File: config.mk
export PLATFORM = sky130hd
export DESIGN_NAME = pe_switch_ctx_sequencer
export DESIGN_NICKNAME = d
export VERILOG_FILES = /design/src/rtl/pe_switch_ctx_sequencer.sv
export SDC_FILE = /design/constraint.sdc
export NUM_CORES = 1
export LEC_CHECK = 0
export BUFFER_PORTS_ARGS = -buffer_cell sky130_fd_sc_hd__buf_2
export CORE_UTILIZATION = 40
export DETAILED_ROUTE_END_ITERATION = 8
export HOLD_SLACK_MARGIN = 0.12
export PLACE_DENSITY = 0.57
export SLEW_MARGIN = 40
export SYNTH_ARGS = -nofsm -noshare
export SYNTH_HDL_FRONTEND = slang
export SYNTH_SLANG_ARGS = --single-unit
File: constraint.sdc
create_clock -name clk -period 5.6 [get_ports clk]
set_input_delay 0.84 -clock clk [delete_from_list [all_inputs] [get_ports clk]]
set_output_delay 0.84 -clock clk [all_outputs]
set_load 0.005 [all_outputs]
File: src/rtl/pe_switch_ctx_sequencer.sv
// Per-PE crossbar context sequencer.
// Loads NUM_CTX switch bytes over a valid/ready stream, then replays them
// cyclically for a programmed number of passes before returning to the
// identity route. Flags loaded bytes whose destination codes are not a
// permutation, because the crossbar priority mux drops duplicate routes.
module pe_switch_ctx_sequencer #(
  parameter int NUM_CTX = 4,
  parameter int CTX_W   = 2,
  parameter int ITER_W  = 16
) (
  input  logic              clk,
  input  logic              rst_n,
  input  logic              load_start,
  input  logic              cfg_valid,
  input  logic [7:0]        cfg_data,
  output logic              cfg_ready,
  input  logic              run_start,
  input  logic [ITER_W-1:0] run_iters,
  input  logic              abort,
  output logic [7:0]        switch,
  output logic [CTX_W-1:0]  ctx_idx,
  output logic              busy,
  output logic              done,
  output logic              cfg_conflict
);

  localparam logic [7:0]       IDENT    = 8'h1B;
  localparam logic [CTX_W-1:0] LAST_CTX = CTX_W'(NUM_CTX - 1);

  typedef enum logic [1:0] {
    IDLE  = 2'd0,
    LOAD  = 2'd1,
    READY = 2'd2,
    RUN   = 2'd3
  } state_t;

  state_t            state;
  state_t            next_state;
  logic [7:0]        mem [NUM_CTX];
  logic [CTX_W-1:0]  wr_ptr;
  logic [ITER_W-1:0] iter_cnt;
  logic [ITER_W-1:0] iters;

  logic              xfer;
  logic              run_last;
  logic [7:0]        switch_nxt;
  logic [CTX_W-1:0]  ctx_nxt;
  logic              done_nxt;
  logic              cfg_ready_nxt;
  logic              busy_nxt;

  // Any two destination fields equal means the byte is not a permutation.
  function automatic logic has_dup(input logic [7:0] b);
    return (b[7:6] == b[5:4]) || (b[7:6] == b[3:2]) || (b[7:6] == b[1:0]) ||
           (b[5:4] == b[3:2]) || (b[5:4] == b[1:0]) || (b[3:2] == b[1:0]);
  endfunction

  assign xfer     = cfg_ready && cfg_valid;
  assign run_last = (state == RUN) && (ctx_idx == LAST_CTX) &&
                    (iter_cnt == (iters - ITER_W'(1)));

  // State register.
  always_ff @(posedge clk) begin
    if (!rst_n) begin
      state <= IDLE;
    end else begin
      state <= next_state;
    end
  end

  // Next-state decode; abort overrides every other request.
  always_comb begin
    next_state = state;
    if (abort) begin
      next_state = IDLE;
    end else begin
      case (state)
        IDLE: begin
          if (load_start) next_state = LOAD;
          else            next_state = IDLE;
        end
        LOAD: begin
          if (xfer && (wr_ptr == LAST_CTX)) next_state = READY;
          else                              next_state = LOAD;
        end
        READY: begin
          if (load_start)                                   next_state = LOAD;
          else if (run_start && (run_iters != ITER_W'(0)))  next_state = RUN;
          else                                              next_state = READY;
        end
        RUN: begin
          if (run_last) next_state = READY;
          else          next_state = RUN;
        end
        default: next_state = IDLE;
      endcase
    end
  end

  // Output decode: values the registered outputs take on the next edge.
  always_comb begin
    switch_nxt    = IDENT;
    ctx_nxt       = '0;
    if (next_state == RUN) begin
      if (state == RUN) ctx_nxt = ctx_idx + CTX_W'(1);
      else              ctx_nxt = '0;
      switch_nxt = mem[ctx_nxt];
    end else begin
      switch_nxt = IDENT;
    end
    // A zero-pass run completes immediately; done is never held two cycles.
    done_nxt      = !done && !abort &&
                    (run_last ||
                     ((state == READY) && run_start && !load_start &&
                      (run_iters == ITER_W'(0))));
    cfg_ready_nxt = (next_state == LOAD);
    busy_nxt      = (next_state == LOAD) || (next_state == RUN);
  end

  // Registered outputs plus load/iteration bookkeeping.
  always_ff @(posedge clk) begin
    if (!rst_n) begin
      switch       <= IDENT;
      ctx_idx      <= '0;
      done         <= 1'b0;
      cfg_ready    <= 1'b0;
      busy         <= 1'b0;
      cfg_conflict <= 1'b0;
      wr_ptr       <= '0;
      iter_cnt     <= '0;
      iters        <= '0;
    end else begin
      switch    <= switch_nxt;
      ctx_idx   <= ctx_nxt;
      done      <= done_nxt;
      cfg_ready <= cfg_ready_nxt;
      busy      <= busy_nxt;
      if ((state == IDLE || state == READY) && (next_state == LOAD)) begin
        wr_ptr       <= '0;
        cfg_conflict <= 1'b0;
      end else if (xfer) begin
        wr_ptr <= wr_ptr + CTX_W'(1);
        if (has_dup(cfg_data)) cfg_conflict <= 1'b1;
      end
      if ((state == READY) && (next_state == RUN)) begin
        iter_cnt <= '0;
        iters    <= run_iters;
      end else if ((state == RUN) && (ctx_idx == LAST_CTX)) begin
        iter_cnt <= iter_cnt + ITER_W'(1);
      end
    end
  end

  // Context memory; contents are deliberately not reset.
  always_ff @(posedge clk) begin
    if (xfer) begin
      mem[wr_ptr] <= cfg_data;
    end
  end

endmodule

[Word level (Yosys, flattened, before mapping)]
Memories as Yosys holds them, arrays and structs flattened. A register that Yosys moved wholly into a read port is not among the register bits.
Index checks and enable logic that the tools add are counted.
Cells by class
  add/sub/neg operators: 4
  equal/unequal tests: 14
  multiplexer cells: 11
  bitwise logic cells: 1
  reduce and logical (&&, ||, !) cells: 31
Operators with widths (count)
  $add A16 B1 Y16 const B: 1
  $eq A16 B16 Y1: 1
  $logic_not A16 Y1: 1
  $reduce_bool A16 Y1: 1
  $sub A16 B1 Y16 const B: 1
  $eq A2 B2 Y1: 6
  $logic_and A1 B1 Y1: 12
  $eq A2 B2 Y1 const B: 5
  $mux W2: 5
  $logic_or A1 B1 Y1: 8
  $pmux W2 S4: 1
  $mux W1: 5
  $add A2 B1 Y2 const B: 2
  $eq A2 B1 Y1 const B: 2
  $logic_not A1 Y1: 4
  $reduce_and A2 Y1: 2
  $reduce_or A2 Y1: 2
  $logic_not A2 Y1: 1
  $not A1 Y1: 1
Word-level totals
  register bits: 42
  RAM bits: 32
  input port bits: 30
  output and inout bits: 14
  word-level logic and storage cells: 71
  memories: 1
Memory list
  mem: words 4, width 8, rd ports 1, clocked after memory_dff 1, wr ports 1, line 39  | logic [7:0] mem [NUM_CTX];

[Depth between registers and ports, before layout]
Gate-level depths: netlist of run 1.
  word-level depth: 9
  depth in mapped cells: 10

[Worst setup path after synthesis of run 1]
Ideal clock, no wire load.
  kind: input -> register
  start: input run_iters[7]
  end: register iters[10]
  data arrival time: 2246 ps
  data required time: 5484 ps
  slack: 3238 ps
  cell stages on the path: 7
  path buffers: 2
  cell sequence: nor4_1 > nand4_1 > nand3b_1 > clkbuf_1 > buf_2 > mux2i_1 > nor2b_1
On the way
  cells in the longest elaborated chain, start to end: 8
RTL lines
  start: declaration: line 18  | input logic [ITER_W-1:0] run_iters,
  $reduce_bool A16 Y1: line 88  | else if (run_start && (run_iters != ITER_W'(0))) next_state = RUN;
  $logic_and A1 B1 Y1: line 88
  $mux W1: line 88
  $mux W2: line 87  | if (load_start) next_state = LOAD;
  $pmux W2 S4: line 77  | case (state)
  $mux W2: line 74  | if (abort) begin
  $eq A2 B2 Y1: line 145  | if ((state == READY) && (next_state == RUN)) begin
  $logic_and A1 B1 Y1: line 145
  end signal: assignment: line 147  | iters <= run_iters;
  end: declaration: line 42  | logic [ITER_W-1:0] iters;
No other way between the ends.
A chain may end at the register's enable or synchronous reset.

[Worst setup path in the final report of run 1]
  start: register iters[2]
  end: register switch[4] (read register of mem)
On the way
  cells in the longest elaborated chain, start to end: 9
RTL lines
  $sub A16 B1 Y16: line 60  | (iter_cnt == (iters - ITER_W'(1)));
  $eq A16 B16 Y1: line 60
  $logic_and A1 B1 Y1: line 59  | assign run_last = (state == RUN) && (ctx_idx == LAST_CTX) &&
  $mux W1: line 92  | if (run_last) next_state = READY;
  $pmux W2 S4: line 77
  $mux W2: line 74
  $eq A2 B2 Y1: line 104  | if (next_state == RUN) begin
  $reduce_and A2 Y1 (no line)
  $logic_not A1 Y1 (no line)
  end: declaration: line 20  | output logic [7:0] switch,
No other way between the ends.

==> run summary, run 1 <==
Leading area contributor after synthesis: dfxtp_1
Total placed cells including tap cells: 533
Final non-filler cell total: 549
Area Growth Syn to Fin: 13.3%
Max Root-Sink Buffers: 2
HPWL after DPL: 5.83 mm
Nets: 452
# Post-CTS Setup Buffers: 0
Multi-input gate area: 0.00185 mm^2
Final slew viol count: 0
Arr. time, crit path: 2760 ps
Via count: 2,830
Post-Syn Instances: 374
Worst-Skew Late Latency: 350 ps
Clock root cell: clkbuf_8
Share of layout cells above drive strength 1: 17.1%
Total die area: 0.0101 mm^2
DRC: 0
Hold Crit Class: register to register
CTS buffer count: 9
Worst slew margin: 57.0%
Fill cell count: 917
Max Freq: 395 MHz
RSZ-0062 raised after global routing: no
First-pass GRT wire length: 13.4 mm
Distinct cells, synth: 47
CTS H-tree lvls: 3
Largest fanout on the critical path: 12
Status: finished clean
Min cycle time layout: 2530 ps
Via density per instance: 5.15
Buffers added on ports: 43
Drt first-iter violations: 100
Asr flop ratio synth: 0%
Synth area leaders: dfxtp_1 (25%), edfxtp_1 (25%), xor2_1 (7.7%), mux2i_1 (4.4%), xnor2_1 (3.6%)
Antenna Cells: 0
Critical Path End Type: register
Reg clk slew, reported paths: 100 ps
Final Cycle Share: 45.2%
Number of global-route vias before repair: 2,715
CTS tree: done
Core Region: 0.00928 mm^2
CTS Hold Bufs: 0
Remaining global-route overflow: 0
Crit path required time: 5830 ps
Synth Register Bits: 81
Initial antenna violation count: 0
RePlAce Congestion: 0.809
Die X: 100 um
Post-synth EDFFs: 32
GR Util All Layers: 17.4%
Crit-path most repeated cell: nor2_1
WS Path Type: register to register
Resized Gates After CTS: 0
PD cells: 244 mW/mm^2
Sequential element share of the synthesized area: 50.2%
VDD IR max: 139 uV
Average wire per standard cell: 14.9 um
Clk_skew: 14.2 ps
FF/Latch Area: 0.00194 mm^2
TNS Setup: 0 ps
Starting Density: 41.7%
MaxCap Viol Count: 0
Slowest stage cell, crit path: nor4_4
Yosys top cell area share: 25.4%
Worst slew pin tran: 642 ps
Largest net degree at the start of global routing: 22
Final setup vio count: 0
Crit-path cells: nor4_4 -> nand2_1 -> o311ai_0 -> nor2_1 -> nor2_1 -> nor4_2 -> buf_4 -> or3_1
P_leak: 0.00178 uW
Mapped Area: 0.00387 mm^2
Crit start category: register
YS warnings: 0
Die Ht: 100 um
Site row count: 35
Main synth FF type: dfxtp_1
Mapped Avg Cell Area: 10.3 um^2
# clock sinks: 81
Io pins: 44
Net Count, Synth: 411
Final Hold Vio Count: 0
Drt total wl: 8.17 mm
Worst path max stage delay: 560 ps
Post-DRT Antenna Nets: 0
Detailed Routing Iterations Pass 1: 4
-- cells in the final DEF, fill, tap and decap left out, drive strengths merged, types with 3 or more instances in the layout --
cell and n:
xnor2 16, nand3 15, mux2 4, ha 7, nor2 34, xor2 34, or3 5, edfxtp 32
a31oi 5, inv 9, dfxtp 49, nor4 7, a21oi 3, nor2b 21, nor3 12, clkbuf 9
nand2 31, nand4 8, o211ai 3, a211oi 5, o21ai 7, buf 45, o22ai 4, and3 9
mux2i 17
-- metal layers --
metal  track usage, %  part of all wire [%]  vias up
met3             3.97                   2.7        6
li1                 -                     -     1416
met5                0                     0        -
met2             30.9                    52       48
met4             6.24                   1.0        0
met1             20.7                    44     1360
-- power breakdown --
part	total [uW]	leakage, uW	switching, uW	internal, uW
sequential	616	0.000683	1.94	614
combinational	44.1	0.00100	25.0	19.0
clock	409	0.0000940	239	170
total	1070	0.00178	265	803
-- synth_stat cells, types with 3 or more instances --
cell type,count
a21oi_1,3
mux2_2,4
nand3_1,15
or3_1,5
nor3_1,12
and3_1,9
mux2i_1,17
a211oi_1,5
xnor2_1,16
dfxtp_1,49
nand2_1,31
edfxtp_1,32
nor2_1,34
clkbuf_1,12
inv_1,5
nor2b_1,21
a31oi_1,5
ha_1,7
o21ai_0,7
nor4_1,4
xor2_1,34
o22ai_1,4
nand4_1,8
o211ai_1,3
-- worst paths after layout --
kind	slack [ps]	end	depth (start not counted)	startpoint
hold reg to reg	490	cfg_conflict	2	cfg_conflict
setup reg to reg	3070	switch[4]	8	iters[2]
hold / removal	490	cfg_conflict	2	cfg_conflict
setup / recovery	3070	switch[4]	8	iters[2]
-- cell type report --
type	instances	area share, %
sequential	81	44.3
multi-input combinational	273	42.1
timing repair buffer	45	5.25
tap	129	3.68
clock buffer	9	2.83
clock inverter	7	1.40
inverter	5	0.428
-- critical path: cells and delay by family (launching register included) --
kind	cells	cell delay [ps]
AOI/OAI and AO/OA	1	340
DFF	1	380
buffers and inverters	1	190
and+or+nand+nor	6	1480
-- cells by family (layout without fill, tap and decap cells) --
family                   Yosys count  in the layout  share of synthesized area (%)
adder cells (fa/ha/maj)            7              7                           2.26
AND/OR/NAND/NOR                  158            158                           22.1
multiplexers                      21             21                           5.56
AO/OA/AOI/OAI                     37             37                           6.47
buffers and inverters             20             66                           2.07
XOR/XNOR                          50             50                           11.3
flip-flops                        81             81                           50.2
-- state kept, by name, indices dropped and copies added, names as in the netlist --
register      flops
iters            16
done              1
iter_cnt         16
wr_ptr            2
cfg_ready         1
mem              32
ctx_idx           2
state             2
cfg_conflict      1
switch            8
-- metrics by stage --
step	worst slack [ps]	instance area [um^2]	utilization [%]	power [uW]	hold WS [ps]
floorplan	3240	3870	-	650	463
global placement	2800	4200	45.2	674	454
detailed placement	2730	4200	45.2	675	458
CTS	3030	4380	47.2	1080	491
global route	2850	4380	47.2	1110	511
finish	3070	4380	47.2	1070	492
Power figures use the tool's default switching activity.
==> run 2, diff against run 1 <==
- PLACE_DENSITY: 0.57 -> 0.59
- clock period: 5.6 -> 2.08 ns (I/O delays scaled with it)
==> run 2 against run 1 <==
  * The flow now finishes with violations (setup timing)
  * First-iteration DRC count fell by 26%
  * Setup slack got worse by 3100 ps
  * Register-to-register slack got worse by 3100 ps
  * Design area rose by 9.7%
  * Final cell count rose by 6.9%
  * Global-route usage rose by 1.3 points
  * Via count rose by 2.8%
  * Core utilization rose by 4.6 points
  * Worst hold slack got worse by 270 ps
  * Critical path depth rose by 2
  * Clock skew fell by 3.4 ps
  * Sequential share of layout area fell by 3.9 points
  * Critical path type unchanged
  * Critical endpoint is now state[0]
==> run summary, run 2 (synthesis results as in run 1) <==
Status: finished, violations left
Violated checks: setup timing
Most common cell after layout, fill and taps aside: dfxtp_1
HPWL after DPL: 6.35 mm
FF/Latch Area: 0.00194 mm^2
Buf/Inv on CP: 3
Final non-filler cell total: 587
CTS Hold Bufs: 0
Worst slew margin: 65.6%
Crit path required time: 2330 ps
Final setup vio count: 12
Min cycle time layout: 2110 ps
Drt first-iter violations: 74
First-pass GRT wire length: 14.3 mm
Final core occ: 51.8%
Total die area: 0.0101 mm^2
Hold path depth: 3
Share of layout cells above drive strength 1: 27.5%
Crit-path cells: nor4_4 -> buf_4 -> buf_4 -> nand3_4 -> a311o_1 -> o32ai_2 -> nor2_2 -> nor4_4 -> buf_12 -> o21ai_0
VDD IR max: 396 uV
Arr. time, crit path: 2360 ps
Die Ht: 100 um
Detailed Routing Iterations Pass 1: 4
Final WS setup: -33.9 ps
Average wire per standard cell: 14.8 um
Max reg flops: 32
Crit start category: register
Clock root cell: clkbuf_8
TNS Setup: -167 ps
Hold_ws: 222 ps
Buffers added on ports: 43
Remaining global-route overflow: 0
Levels on crit path: 10
Worst r2r path cells: 10
CTS H-tree lvls: 3
Most frequent cells in the layout: dfxtp_1 (47), buf_2 (43), buf_4 (38)
WS Path Type: register to register
# clock sinks: 81
CTS buffer count: 9
Drt total wl: 8.67 mm
RSZ-0062 raised after global routing: yes
Worst slew pin tran: 516 ps
Top Family by Delay on Critical Path: simple AND/OR/NAND/NOR gates
Fill cell count: 865
Max Freq: 473 MHz
Site row count: 35
PD cells: 614 mW/mm^2
Hold Crit Class: input pin to register
Max Root-Sink Buffers: 2
RePlAce Congestion: 0.799
Number of global-route vias before repair: 2,855
CTS tree: done
Final Hold Vio Count: 0
Antenna Cells: 0
Placed cell area: 0.00449 mm^2
Initial antenna violation count: 0
MaxCap Viol Count: 0
Worst-Skew Late Latency: 360 ps
Largest net degree at the start of global routing: 21
DRC: 0
Critical Path End Type: register
Met2 Resource Use GR: 32.7%
P_leak: 0.00205 uW
Total placed cells including tap cells: 570
Post-DRT Antenna Nets: 0
Core Region: 0.00928 mm^2
Biggest regs: mem x32, iter_cnt x16, iters x16
Via count: 2,909
Post-route cell area: 0.00481 mm^2
Final Cycle Share: 102%
Final slew viol count: 0
Slowest stage cell, crit path: dfxtp_2
Most flop-heavy register: mem
Reg clk slew, reported paths: 100 ps
Met3 usage: 4.53%
GR Util All Layers: 18.7%
Nets: 490
Via density per instance: 4.96
Starting Density: 41.7%
Largest fanout on the critical path: 12
GRT busiest layer: met2
Met1 Use GR: 22.9%
Die X: 100 um
Worst path max stage delay: 340 ps
Multi-input gate area: 0.00194 mm^2
Io pins: 44
Area Growth Syn to Fin: 24.3%
Clk_skew: 10.8 ps
==> run 2: cell count changes in the layout (fill, tap and decap cells not counted), sizes merged <==
cell and delta:
clkinvlp -1, inv +1, buf +38
==> run 2: final timing paths <==
path / start / slack (ps) / endpoint
worst max register to register: iters[5] / -30 / state[0]
worst min-delay path: run_iters[9] / 220 / iters[9]
worst max-delay path: iters[5] / -30 / state[0]
worst min register to register: cfg_conflict / 490 / cfg_conflict
==> run 2: final cells by class <==
cell class	count	area share, %
flip-flops and latches	81	40.4
multi-input cells	273	40.4
repair buffers	83	11.2
well taps	129	3.36
clock buffers	9	2.58
clock inverters	7	1.59
inverters	5	0.390
==> run 2: metal layers <==
metal,vias up,part of all wire [%]
met5,-,0
met4,0,1.4
met3,10,2.5
met2,38,51
met1,1373,45
li1,1488,-
==> run 2: report_power, final <==
group | total (uW) | internal [uW] | switching [uW]
logic | 129 | 56.0 | 72.9
clock network | 1170 | 480 | 686
registers | 1660 | 1650 | 3.69
==> run 2: timing repair <==
item / CTS / global route
pin swaps: 3 / 2
endpoints found under the setup margin: 12 / 12
buffers inserted: 2 / 0
gates resized for setup: 16 / 5
==> run 2: metrics by stage <==
stage	setup slack (ps)	total power (uW)
floorplan	2.81	1750
global placement	-72.3	1820
detailed placement	-128	1820
CTS	-9.18	2980
global route	-139	3070
finish	-33.9	2950
==> run 2: worst min-delay path, cell delays in order <==
cell and delay, ps:
buf_2 90, mux2i_1 60, nor2b_1 90
==> run 3, diff against run 2 <==
- CORE_UTILIZATION: 40 -> 50
- PLACE_DENSITY: 0.59 -> 0.72
==> run 3 against run 2 <==
  * Combinational power barely moved
  * Clock skew barely moved
  * Critical endpoint is now switch[4]
  * Sequential cell count did not move
  * Non-clock buffer count fell by 4
  * Clock power fell by 10%
  * Clock-buffer cell count did not move
  * Via count rose by 2.3%
  * Critical path depth fell by 3
  * Worst hold slack got worse by 2.3 ps
  * Maximum frequency fell by 3.7%
  * Wire length fell by 3.3%
  * Power fell by 4.2%
  * The flow still finishes with violations (setup timing)
==> run summary, run 3 (synthesis results as in run 1) <==
FF/Latch Area: 0.00195 mm^2
RSZ-0062 raised after global routing: yes
Io pins: 44
Drt total wl: 8.39 mm
DRC: 0
RePlAce Congestion: 0.828
Antenna Cells: 0
Max Freq: 455 MHz
Largest fanout on the critical path: 6
Total die area: 0.00809 mm^2
Hold_ws: 219 ps
Crit start category: register
Max reg flops: 32
CTS tree: done
Final slew viol count: 0
P_leak: 0.00202 uW
Buffers added on ports: 43
Final setup vio count: 12
Most common cell after layout, fill and taps aside: dfxtp_1
First-pass GRT wire length: 14.2 mm
Hold path depth: 3
Worst slew margin: 61.0%
Multi-input gate area: 0.00195 mm^2
Worst r2r path cells: 7
# clock sinks: 81
MaxCap Viol Count: 0
Most frequent cells in the layout: dfxtp_1 (45), buf_2 (43), xor2_1 (34)
WS Path Type: register to register
Area Growth Syn to Fin: 22.5%
Fill cell count: 616
Remaining global-route overflow: 0
CTS H-tree lvls: 3
Nets: 486
Final WS setup: -115 ps
Arr. time, crit path: 2440 ps
Final non-filler cell total: 553
PD cells: 597 mW/mm^2
Min cycle time layout: 2200 ps
Reg clk slew, reported paths: 90 ps
Site row count: 31
Total placed cells including tap cells: 532
Drt first-iter violations: 151
Status: finished, violations left
Final Hold Vio Count: 0
Critical Path End Type: register
Average wire per standard cell: 15.2 um
Number of global-route vias before repair: 3,026
Most flop-heavy register: mem
Die X: 90.0 um
Die Ht: 90.0 um
VDD IR max: 429 uV
Crit path required time: 2320 ps
CTS Hold Bufs: 0
Share of layout cells above drive strength 1: 27.5%
Via density per instance: 5.38
Biggest regs: mem x32, iter_cnt x16, iters x16
Core Region: 0.00737 mm^2
Initial antenna violation count: 0
HPWL after DPL: 6.03 mm
Clock root cell: clkbuf_8
Clk_skew: 10.6 ps
Worst slew pin tran: 582 ps
Post-DRT Antenna Nets: 0
TNS Setup: -925 ps
Hold Crit Class: input pin to register
Worst-Skew Late Latency: 360 ps
CTS buffer count: 9
Max Root-Sink Buffers: 2
Starting Density: 52.5%
Violated checks: setup timing
Detailed Routing Iterations Pass 1: 4
GR Util All Layers: 22.2%
Final Cycle Share: 106%
Via count: 2,977
Largest net degree at the start of global routing: 21
-- run 3: cell count changes in the layout (fill, tap and decap cells not counted), sizes merged --
cell and change:
buf -4, clkinv -1, clkinvlp +3, inv -2
-- run 3: timing repair --
item | in CTS | in global routing
cloned | 1 | 0
setup buffers | 4 | 0
pin swaps | 19 | 9
gates resized for setup | 20 | 11
setup endpoints to repair | 12 | 12
-- run 3: area by class of cell --
cell class                 count  area share (%)
clock inverter                 7            1.11
clock buffer                   9            2.62
multi-input combinational    273            41.1
timing repair buffer          79            10.9
inverter                       5           0.396
tap                           99            2.62
sequential                    81            41.2
-- run 3: worst paths after layout --
| check | startpoint | to | slack [ps] |
|---|---|---|---|
| setup / recovery | iters[6] | switch[4] | -120 |
| hold / removal | run_iters[9] | iters[9] | 220 |
| setup reg to reg | iters[6] | switch[4] | -120 |
| hold reg to reg | cfg_conflict | cfg_conflict | 480 |
-- run 3: worst max-delay path, stage by stage, from the launching register on --
cell and delay [ps]:
dfxtp_1 350, or3_1 440, o311ai_0 420, nor2_1 100, nor2_2 180, nor4_4 80
buf_4 160, or3_1 340
-- run 3: power breakdown --
| part | switching (uW) | total (uW) | internal [uW] |
|---|---|---|---|
| registers | 3.60 | 1650 | 1650 |
| logic | 71.2 | 127 | 55.5 |
| clock network | 604 | 1050 | 441 |
| total | 679 | 2830 | 2150 |
-- run 3: per-stage QoR --
stage          total power (uW)  area [um^2]  util [%]  worst slack [ps]
2_1_floorplan              1750         3870         -              2.81
3_3_place_gp               1820         4400      59.7             -94.9
3_5_place_dp               1820         4400      59.7              -118
4_1_cts                    2850         4690      63.6             -68.3
5_1_grt                    2940         4740      64.3              -219
6_report                   2830         4740      64.3              -115
-- run 3: routing by layer --
| metal | wire length [um] | share of wire (%) | up-vias | GRT usage (%) |
|---|---|---|---|---|
| met4 | 177 | 2.1 | 0 | 11.2 |
| met5 | 0 | 0 | - | 0 |
| met2 | 4320 | 52 | 49 | 39.3 |
| met3 | 216 | 2.6 | 18 | 3.47 |
| li1 | - | - | 1480 | - |
| met1 | 3670 | 44 | 1430 | 26.0 |
